<file path="src/rtl/clock_pkg.sv">
// Shared types and widths for the alarm-clock controller.
//   mode_t : operating mode as seen on the Mode output (RUN/TSET/ASET)
//   buzz_t : buzzer state machine encoding (IDLE/RING/SNOOZE)
//   SEC_W/MIN_W/HRS_W : widths of the datapath time counters read back
package clock_pkg;

  localparam int SEC_W = 6;
  localparam int MIN_W = 6;
  localparam int HRS_W = 5;

  typedef enum logic [1:0] {
    RUN  = 2'b00,
    TSET = 2'b01,
    ASET = 2'b10
  } mode_t;

  typedef enum logic [1:0] {
    IDLE   = 2'b00,
    RING   = 2'b01,
    SNOOZE = 2'b10
  } buzz_t;

  function automatic int max_int(input int a, input int b);
    return (a > b) ? a : b;
  endfunction

endpackage

</file>
<file path="src/rtl/buzz_fsm.sv">
// Buzzer / snooze state machine for the alarm clock.
//   Clk, Reset : clock and synchronous active-high reset
//   Pulse      : one-second tick strobe, paces the ring and snooze timers
//   Trigger    : one-cycle alarm start request
//   Alarmon    : alarm enable; dropping it cancels ringing or snoozing
//   Snooze     : level-sampled snooze request while ringing
//   Buzz       : registered buzzer drive, high only in RING
module buzz_fsm
  import clock_pkg::*;
#(
  parameter int RING_SECS   = 60,
  parameter int SNOOZE_SECS = 300
) (
  input  logic Clk,
  input  logic Reset,
  input  logic Pulse,
  input  logic Trigger,
  input  logic Alarmon,
  input  logic Snooze,
  output logic Buzz
);

  localparam int CNT_W = $clog2(max_int(RING_SECS, SNOOZE_SECS)) + 1;
  localparam logic [CNT_W-1:0] RING_END = CNT_W'(RING_SECS);
  localparam logic [CNT_W-1:0] SNZ_END  = CNT_W'(SNOOZE_SECS);

  buzz_t            r_state;
  buzz_t            w_state_nxt;
  logic [CNT_W-1:0] r_cnt;
  logic [CNT_W-1:0] w_cnt_nxt;
  logic [CNT_W-1:0] w_cnt_inc;
  logic             r_buzz;

  // The timer terminates on the Pulse that completes the count, so the
  // state change lands on the same edge that samples that Pulse.
  always_comb begin
    w_state_nxt = r_state;
    w_cnt_nxt   = r_cnt;
    w_cnt_inc   = r_cnt + CNT_W'(1);
    case (r_state)
      IDLE: begin
        if (Trigger) begin
          w_state_nxt = RING;
          w_cnt_nxt   = '0;
        end
      end
      RING: begin
        // Disabling the alarm outranks a snooze request.
        if (!Alarmon) begin
          w_state_nxt = IDLE;
          w_cnt_nxt   = '0;
        end else if (Snooze) begin
          w_state_nxt = SNOOZE;
          w_cnt_nxt   = '0;
        end else if (Pulse) begin
          if (w_cnt_inc == RING_END) begin
            w_state_nxt = IDLE;
            w_cnt_nxt   = '0;
          end else begin
            w_cnt_nxt = w_cnt_inc;
          end
        end
      end
      SNOOZE: begin
        if (!Alarmon) begin
          w_state_nxt = IDLE;
          w_cnt_nxt   = '0;
        end else if (Pulse) begin
          if (w_cnt_inc == SNZ_END) begin
            w_state_nxt = RING;
            w_cnt_nxt   = '0;
          end else begin
            w_cnt_nxt = w_cnt_inc;
          end
        end
      end
      default: begin
        w_state_nxt = IDLE;
        w_cnt_nxt   = '0;
      end
    endcase
  end

  always_ff @(posedge Clk) begin
    if (Reset) begin
      r_state <= IDLE;
      r_cnt   <= '0;
      r_buzz  <= 1'b0;
    end else begin
      r_state <= w_state_nxt;
      r_cnt   <= w_cnt_nxt;
      r_buzz  <= (w_state_nxt == RING);
    end
  end

  assign Buzz = r_buzz;

endmodule

</file>
<file path="src/rtl/clock_ctrl.sv">
// Sequencing controller for the alarm-clock datapath.
//   Clk, Reset          : clock and synchronous active-high reset
//   Pulse               : one-second tick strobe
//   Timeset, Alarmset   : mode requests (Timeset wins)
//   Minadv, Hrsadv      : advance minutes / hours, one step per Pulse
//   Alarmon, Snooze     : alarm enable and snooze request
//   TSec/TMin/THrs      : current time read back from the datapath
//   AMin/AHrs           : alarm time read back from the datapath
//   SecInc/MinInc/HrsInc/SecClr : registered time-counter strobes
//   AMinInc/AHrsInc     : registered alarm-register strobes
//   DispSel             : 0 shows time, 1 shows alarm
//   Mode                : 00 RUN, 01 TSET, 10 ASET
//   Buzz                : buzzer drive
module clock_ctrl
  import clock_pkg::*;
#(
  parameter int SEC_MAX     = 59,
  parameter int MIN_MAX     = 59,
  parameter int HRS_MAX     = 23,
  parameter int RING_SECS   = 60,
  parameter int SNOOZE_SECS = 300
) (
  input  logic             Clk,
  input  logic             Reset,
  input  logic             Pulse,
  input  logic             Timeset,
  input  logic             Alarmset,
  input  logic             Minadv,
  input  logic             Hrsadv,
  input  logic             Alarmon,
  input  logic             Snooze,
  input  logic [SEC_W-1:0] TSec,
  input  logic [MIN_W-1:0] TMin,
  input  logic [HRS_W-1:0] THrs,
  input  logic [MIN_W-1:0] AMin,
  input  logic [HRS_W-1:0] AHrs,
  output logic             SecInc,
  output logic             MinInc,
  output logic             HrsInc,
  output logic             SecClr,
  output logic             AMinInc,
  output logic             AHrsInc,
  output logic             DispSel,
  output logic [1:0]       Mode,
  output logic             Buzz
);

  // Terminal counts must be representable on the read-back buses.
  if (SEC_MAX >= (1 << SEC_W) || MIN_MAX >= (1 << MIN_W) ||
      HRS_MAX >= (1 << HRS_W)) begin : g_bad_cfg
    $error("clock_ctrl: terminal count does not fit counter width");
  end

  mode_t r_mode;
  mode_t w_mode_nxt;
  logic  r_disp_sel;
  logic  r_sec_inc, r_min_inc, r_hrs_inc, r_sec_clr, r_amin_inc, r_ahrs_inc;
  logic  w_sec_inc, w_min_inc, w_hrs_inc, w_sec_clr, w_amin_inc, w_ahrs_inc;
  logic  w_sec_end, w_min_end;
  logic  w_match;
  logic  r_match, r_match_d;
  logic  w_trigger;

  assign w_sec_end = (TSec == SEC_W'(SEC_MAX));
  assign w_min_end = (TMin == MIN_W'(MIN_MAX));
  assign w_match   = (THrs == AHrs) && (TMin == AMin);

  // Strobes are qualified by the mode currently held in r_mode, so a Pulse
  // coinciding with a mode change still follows the old mode's rules.
  always_comb begin
    w_mode_nxt = Timeset ? TSET : (Alarmset ? ASET : RUN);
    w_sec_inc  = 1'b0;
    w_min_inc  = 1'b0;
    w_hrs_inc  = 1'b0;
    w_amin_inc = 1'b0;
    w_ahrs_inc = 1'b0;
    case (r_mode)
      TSET: begin
        // Manual setting: no seconds, no minute-to-hour carry.
        w_min_inc = Pulse & Minadv;
        w_hrs_inc = Pulse & Hrsadv;
      end
      ASET: begin
        w_sec_inc  = Pulse;
        w_min_inc  = Pulse & w_sec_end;
        w_hrs_inc  = Pulse & w_sec_end & w_min_end;
        w_amin_inc = Pulse & Minadv;
        w_ahrs_inc = Pulse & Hrsadv;
      end
      default: begin
        w_sec_inc = Pulse;
        w_min_inc = Pulse & w_sec_end;
        w_hrs_inc = Pulse & w_sec_end & w_min_end;
      end
    endcase
    w_sec_clr = (w_mode_nxt == TSET) && (r_mode != TSET);
  end

  // A match that rises while in TSET is absorbed into the history, so it
  // cannot fire once the user leaves time-set mode.
  assign w_trigger = r_match & ~r_match_d & Alarmon & (r_mode != TSET);

  always_ff @(posedge Clk) begin
    if (Reset) begin
      r_mode     <= RUN;
      r_disp_sel <= 1'b0;
      r_sec_inc  <= 1'b0;
      r_min_inc  <= 1'b0;
      r_hrs_inc  <= 1'b0;
      r_sec_clr  <= 1'b0;
      r_amin_inc <= 1'b0;
      r_ahrs_inc <= 1'b0;
      r_match    <= 1'b0;
      r_match_d  <= 1'b0;
    end else begin
      r_mode     <= w_mode_nxt;
      r_disp_sel <= (w_mode_nxt == ASET);
      r_sec_inc  <= w_sec_inc;
      r_min_inc  <= w_min_inc;
      r_hrs_inc  <= w_hrs_inc;
      r_sec_clr  <= w_sec_clr;
      r_amin_inc <= w_amin_inc;
      r_ahrs_inc <= w_ahrs_inc;
      r_match    <= w_match;
      r_match_d  <= r_match;
    end
  end

  buzz_fsm #(
    .RING_SECS   (RING_SECS),
    .SNOOZE_SECS (SNOOZE_SECS)
  ) u_buzz_fsm (
    .Clk     (Clk),
    .Reset   (Reset),
    .Pulse   (Pulse),
    .Trigger (w_trigger),
    .Alarmon (Alarmon),
    .Snooze  (Snooze),
    .Buzz    (Buzz)
  );

  assign SecInc  = r_sec_inc;
  assign MinInc  = r_min_inc;
  assign HrsInc  = r_hrs_inc;
  assign SecClr  = r_sec_clr;
  assign AMinInc = r_amin_inc;
  assign AHrsInc = r_ahrs_inc;
  assign DispSel = r_disp_sel;
  assign Mode    = r_mode;

endmodule

</file>
<file path="config.mk">
export PLATFORM = sky130hd
export DESIGN_NAME = clock_ctrl
export DESIGN_NICKNAME = d
export VERILOG_FILES = /design/src/rtl/clock_pkg.sv /design/src/rtl/buzz_fsm.sv /design/src/rtl/clock_ctrl.sv
export SDC_FILE = /design/constraint.sdc
export NUM_CORES = 1
export LEC_CHECK = 0
export ABC_AREA = 1
export BUFFER_PORTS_ARGS = -buffer_cell sky130_fd_sc_hd__buf_2
export CORE_UTILIZATION = 40
export CTS_CLUSTER_DIAMETER = 30
export DETAILED_ROUTE_END_ITERATION = 6
export HOLD_SLACK_MARGIN = 0.12
export PLACE_DENSITY = 0.68
export SYNTH_ARGS = -nofsm -noshare
export SYNTH_HDL_FRONTEND = slang
export SYNTH_SLANG_ARGS = --single-unit
</file>
<file path="constraint.sdc">
create_clock -name Clk -period 1.5 [get_ports Clk]
set_clock_uncertainty 0.05 [all_clocks]
set_input_delay 0.3 -clock Clk [delete_from_list [all_inputs] [get_ports Clk]]
set_output_delay 0.3 -clock Clk [all_outputs]
set_load 0.02 [all_outputs]
</file>
==> run_results.csv <==
group,metric,value,unit
sta,max_freq,0.5808,GHz
global_routing,grt_overflow,0,
critical_path,crit_top_cell,"nand2_2",
critical_path,crit_path_max_fanout,5,
hold_path,min_path_type,"input port to flip-flop",
layout,design_area,0.002236,mm²
sta,slew_headroom,0.7261,
critical_path,cp.required,1.69,ns
routing,route.vias.total,1672,
power,power_density,476.1,mW/mm²
cts,clk-insertion-delay-late,0.33,ns
synth,synth_top_family_by_area,"simple AND/OR/NAND/NOR gates",
die,die_y,62.34,µm
critical_path,max_stage_delay,0.40,ns
synth,syn_area,0.001456,mm²
routing,dr.pass1.iters,4,
routing,vias_per_cell,4.832,
critical_path,crit_buf_inv,3,
placed_design,place_area,0.002002,mm²
layout,drive_gt1_frac,0.5033,
global_routing,grt_pass1_wl,7058,µm
power,p_leak,1.076,nW
sta,rsz0062_at_grt,"true",
critical_path,crit_type,"flip-flop to flip-flop",
placed_design,io_buffers,46,
global_routing,grt_max_degree,18,
global_routing,grt_pass1_vias,1711,
sta,postLayoutSetupSlackWorst,-0.2218,ns
critical_path,worstPathCellList,"ha_4 -> nand2_4 -> clkinv_4 -> nand3_2 -> nand2_2 -> inv_2 -> nor2_4 -> nand2_2 -> nor2_4 -> nand2_2 -> a21oi_2 -> nand2_1 -> nand2_2 -> inv_1",
outcome,violations,"negative setup slack",
sta,fin_tns_setup,-2.339,ns
placed_design,post-dp-hpwl,2994,µm
power,finalPower,1.065,mW
sta,min_period,1.722,ns
synth,synth_edf_count,0,
synth,synthAdderAreaFrac,0.04296,
routing,ant_nets,0,
critical_path,crit_slowest_cell,"dfxtp_4",
layout,layout.nets,343,
die,initial_core_util,0.4264,
synth,ys_types,32,
synth,synth-compound-area-share,0.1100,
critical_path,end_kind,"flip-flop",
routing,top_layer,"met4",
routing,m1WireLength,1769,µm
cts,cts_buffer_depth,2,
synth,synth_cells,217,
layout,utilization,0.6546,
die,rows,21,
routing,wl_per_cell,12.11,µm
routing,drc_errors,0,
synth,ys.flop_type,"dfxtp_1",
die,io_pins,47,
sta,slew_violations,0,
synth,netlist.area_leader.share,0.3162,
routing,route.met2.wl,2241,µm
run,maxCapViolCount,0,
routing,drt-total-wl,4189,µm
sta,tightest_slew,0.4005,ns
power,vdd_ir_drop_max,0.2793,mV
cts,cts_tree,"done",
synth,synth_top_area_cell,"dfxtp_1",
die,core,0.003416,mm²
sta,period_share,1.148,
die,dieWidth,62.34,µm
layout,diodes,0,
cts,clk_pin_slew,0.14,ns
outcome,status,"complete, but fails checks",
critical_path,critPathLaunchType,"flip-flop",
critical_path,path_delay_family,"simple AND/OR/NAND/NOR gates",
synth,synth-xor-area-share,0.03007,
global_routing,track_usage,0.2293,
synth,yosys-top-cells-area,"dfxtp_1, nand2_1, inv_1, nand3_1, nand4_1",
placed_design,gp_congestion,0.8186,
synth,ys_seq_area_frac,0.3162,
synth,synth-simple-area-share,0.3969,
layout,syn_to_final_growth,53.52,%
die,dieArea,0.003886,mm²
routing,first_iter_violations,77,
synth,ys_ff_latch,23,
synth,synth_fp_nets,259,
synth,async_flop_share,0,
critical_path,worstPathArrival,1.91,ns
sta,setup_violations,13,
global_routing,antenna_found_initial,0,
critical_path,ff2ff_setup_slack,-0.22,ns
routing,met3_length,122,µm
cts,numClockSinks,23,
sta,hold_viol,0,
cts,htreeDepth,1,
synth,synth_area_per_cell,6.712,µm²
cts,clockRootBuffer,"clkbuf_4",
synth,yosysWarnings,0,
cts,numCtsBuffers,3,
synth,synth.area.mux_share,0,
==> cells in the final DEF (no fill, tap or decap), types with 2 or more instances in the layout <==
master      n
a2111oi_0   2
a21oi_1     9
a21oi_2     2
buf_2      46
buf_4      33
clkbuf_4    3
clkinv_2    2
clkinv_4    2
dfxtp_1    13
dfxtp_2     5
dfxtp_4     5
ha_1        2
ha_4        2
inv_1      28
inv_2       6
nand2_1    30
nand2_2    18
nand2_4     6
nand3_1    12
nand3_2     5
nand4_1    12
nor2_1     16
nor2_2      4
nor2_4      3
nor3_1      5
nor4_1      2
o21ai_0     3
o21bai_1    2
o22ai_1     2
xor2_1      5
==> synth_stat cells, types with 2 or more instances <==
| cell type | n |
|---|---|
| nor2_2 | 2 |
| nand2_1 | 44 |
| o22ai_1 | 2 |
| a2111oi_0 | 2 |
| nor3_1 | 6 |
| o21bai_1 | 3 |
| nor2_4 | 2 |
| nand4_1 | 12 |
| nor2_1 | 19 |
| xor2_1 | 5 |
| inv_1 | 32 |
| a21boi_0 | 2 |
| nor4_1 | 2 |
| ha_1 | 5 |
| nand2_2 | 10 |
| a21oi_1 | 11 |
| nand3_2 | 2 |
| o21ai_0 | 4 |
| inv_2 | 2 |
| nand3_1 | 16 |
| dfxtp_1 | 23 |
==> cell families (layout without fill, tap and decap cells) <==
family | Yosys count | after routing
simple gates | 119 | 120
buf+inv | 39 | 121
compound gates | 26 | 26
flops | 23 | 23
fa+ha+maj | 5 | 5
xor+xnor | 5 | 5
==> cell type report <==
class                      count  area (µm²)
fill                         317        1180
multi-input combinational    156        1026
sequential                    23       485.5
tap                           46       57.56
timing repair inverter         1       5.005
clock buffer                   3       22.52
inverter                      36       145.1
timing repair buffer          80       489.2
clock inverter                 1       5.005
==> through the flow <==
stage          setup WS [ns]  hold WS [ns]  instances
6_report             -0.2218        0.1337        346
3_3_place_gp         -0.2057        0.3639        334
4_1_cts              -0.1861        0.1307        344
5_1_grt              -0.3998        0.1297        346
2_1_floorplan       -0.04991        0.3607        217
3_5_place_dp         -0.2411        0.3771        334
==> tightest hold or removal path, stage by stage <==
cell and delay (ns):
buf_2 0.10, nand2_1 0.06, nor2_1 0.03
==> state kept, by name, indices dropped and copies added (netlist names) <==
| register | count |
|---|---|
| HrsInc | 1 |
| Mode | 2 |
| SecClr | 1 |
| u_buzz_fsm.r_state | 2 |
| AMinInc | 1 |
| r_match_d | 1 |
| AHrsInc | 1 |
| u_buzz_fsm.Buzz | 1 |
| u_buzz_fsm.r_cnt | 10 |
| MinInc | 1 |
| r_match | 1 |
| SecInc | 1 |
==> where the power goes <==
group          internal (mW)  leakage, nW  total, mW  switching (mW)
Combinational         0.0687        0.866      0.144          0.0756
Clock                  0.100       0.0177      0.309           0.208
Sequential             0.609        0.193      0.612         0.00289
==> path summary, 6_finish.rpt <==
check	depth (start not counted)	start	end
hold reg to reg	2	r_match	r_match_d
hold / removal	3	Alarmset	Mode[1]
setup reg to reg	14	u_buzz_fsm.r_cnt[1]	u_buzz_fsm.r_state[0]
setup / recovery	14	u_buzz_fsm.r_cnt[1]	u_buzz_fsm.r_state[0]
==> repair_timing <==
| item | in CTS | in global routing |
|---|---|---|
| setup endpoints to repair | 13 | 13 |
| pin swaps | 19 | 13 |
| resized for setup | 26 | 22 |
| cloned | 2 | 0 |
| setup buffers | 4 | 2 |
| hold buffers | 0 | 0 |
==> layer usage <==
layer  GRT usage  up-vias
li1            -      879
met1      0.2430      752
met2      0.4547       36
met3     0.02574        5
met4     0.08721        0
met5           0        -
(Power assumes the default switching activity.)
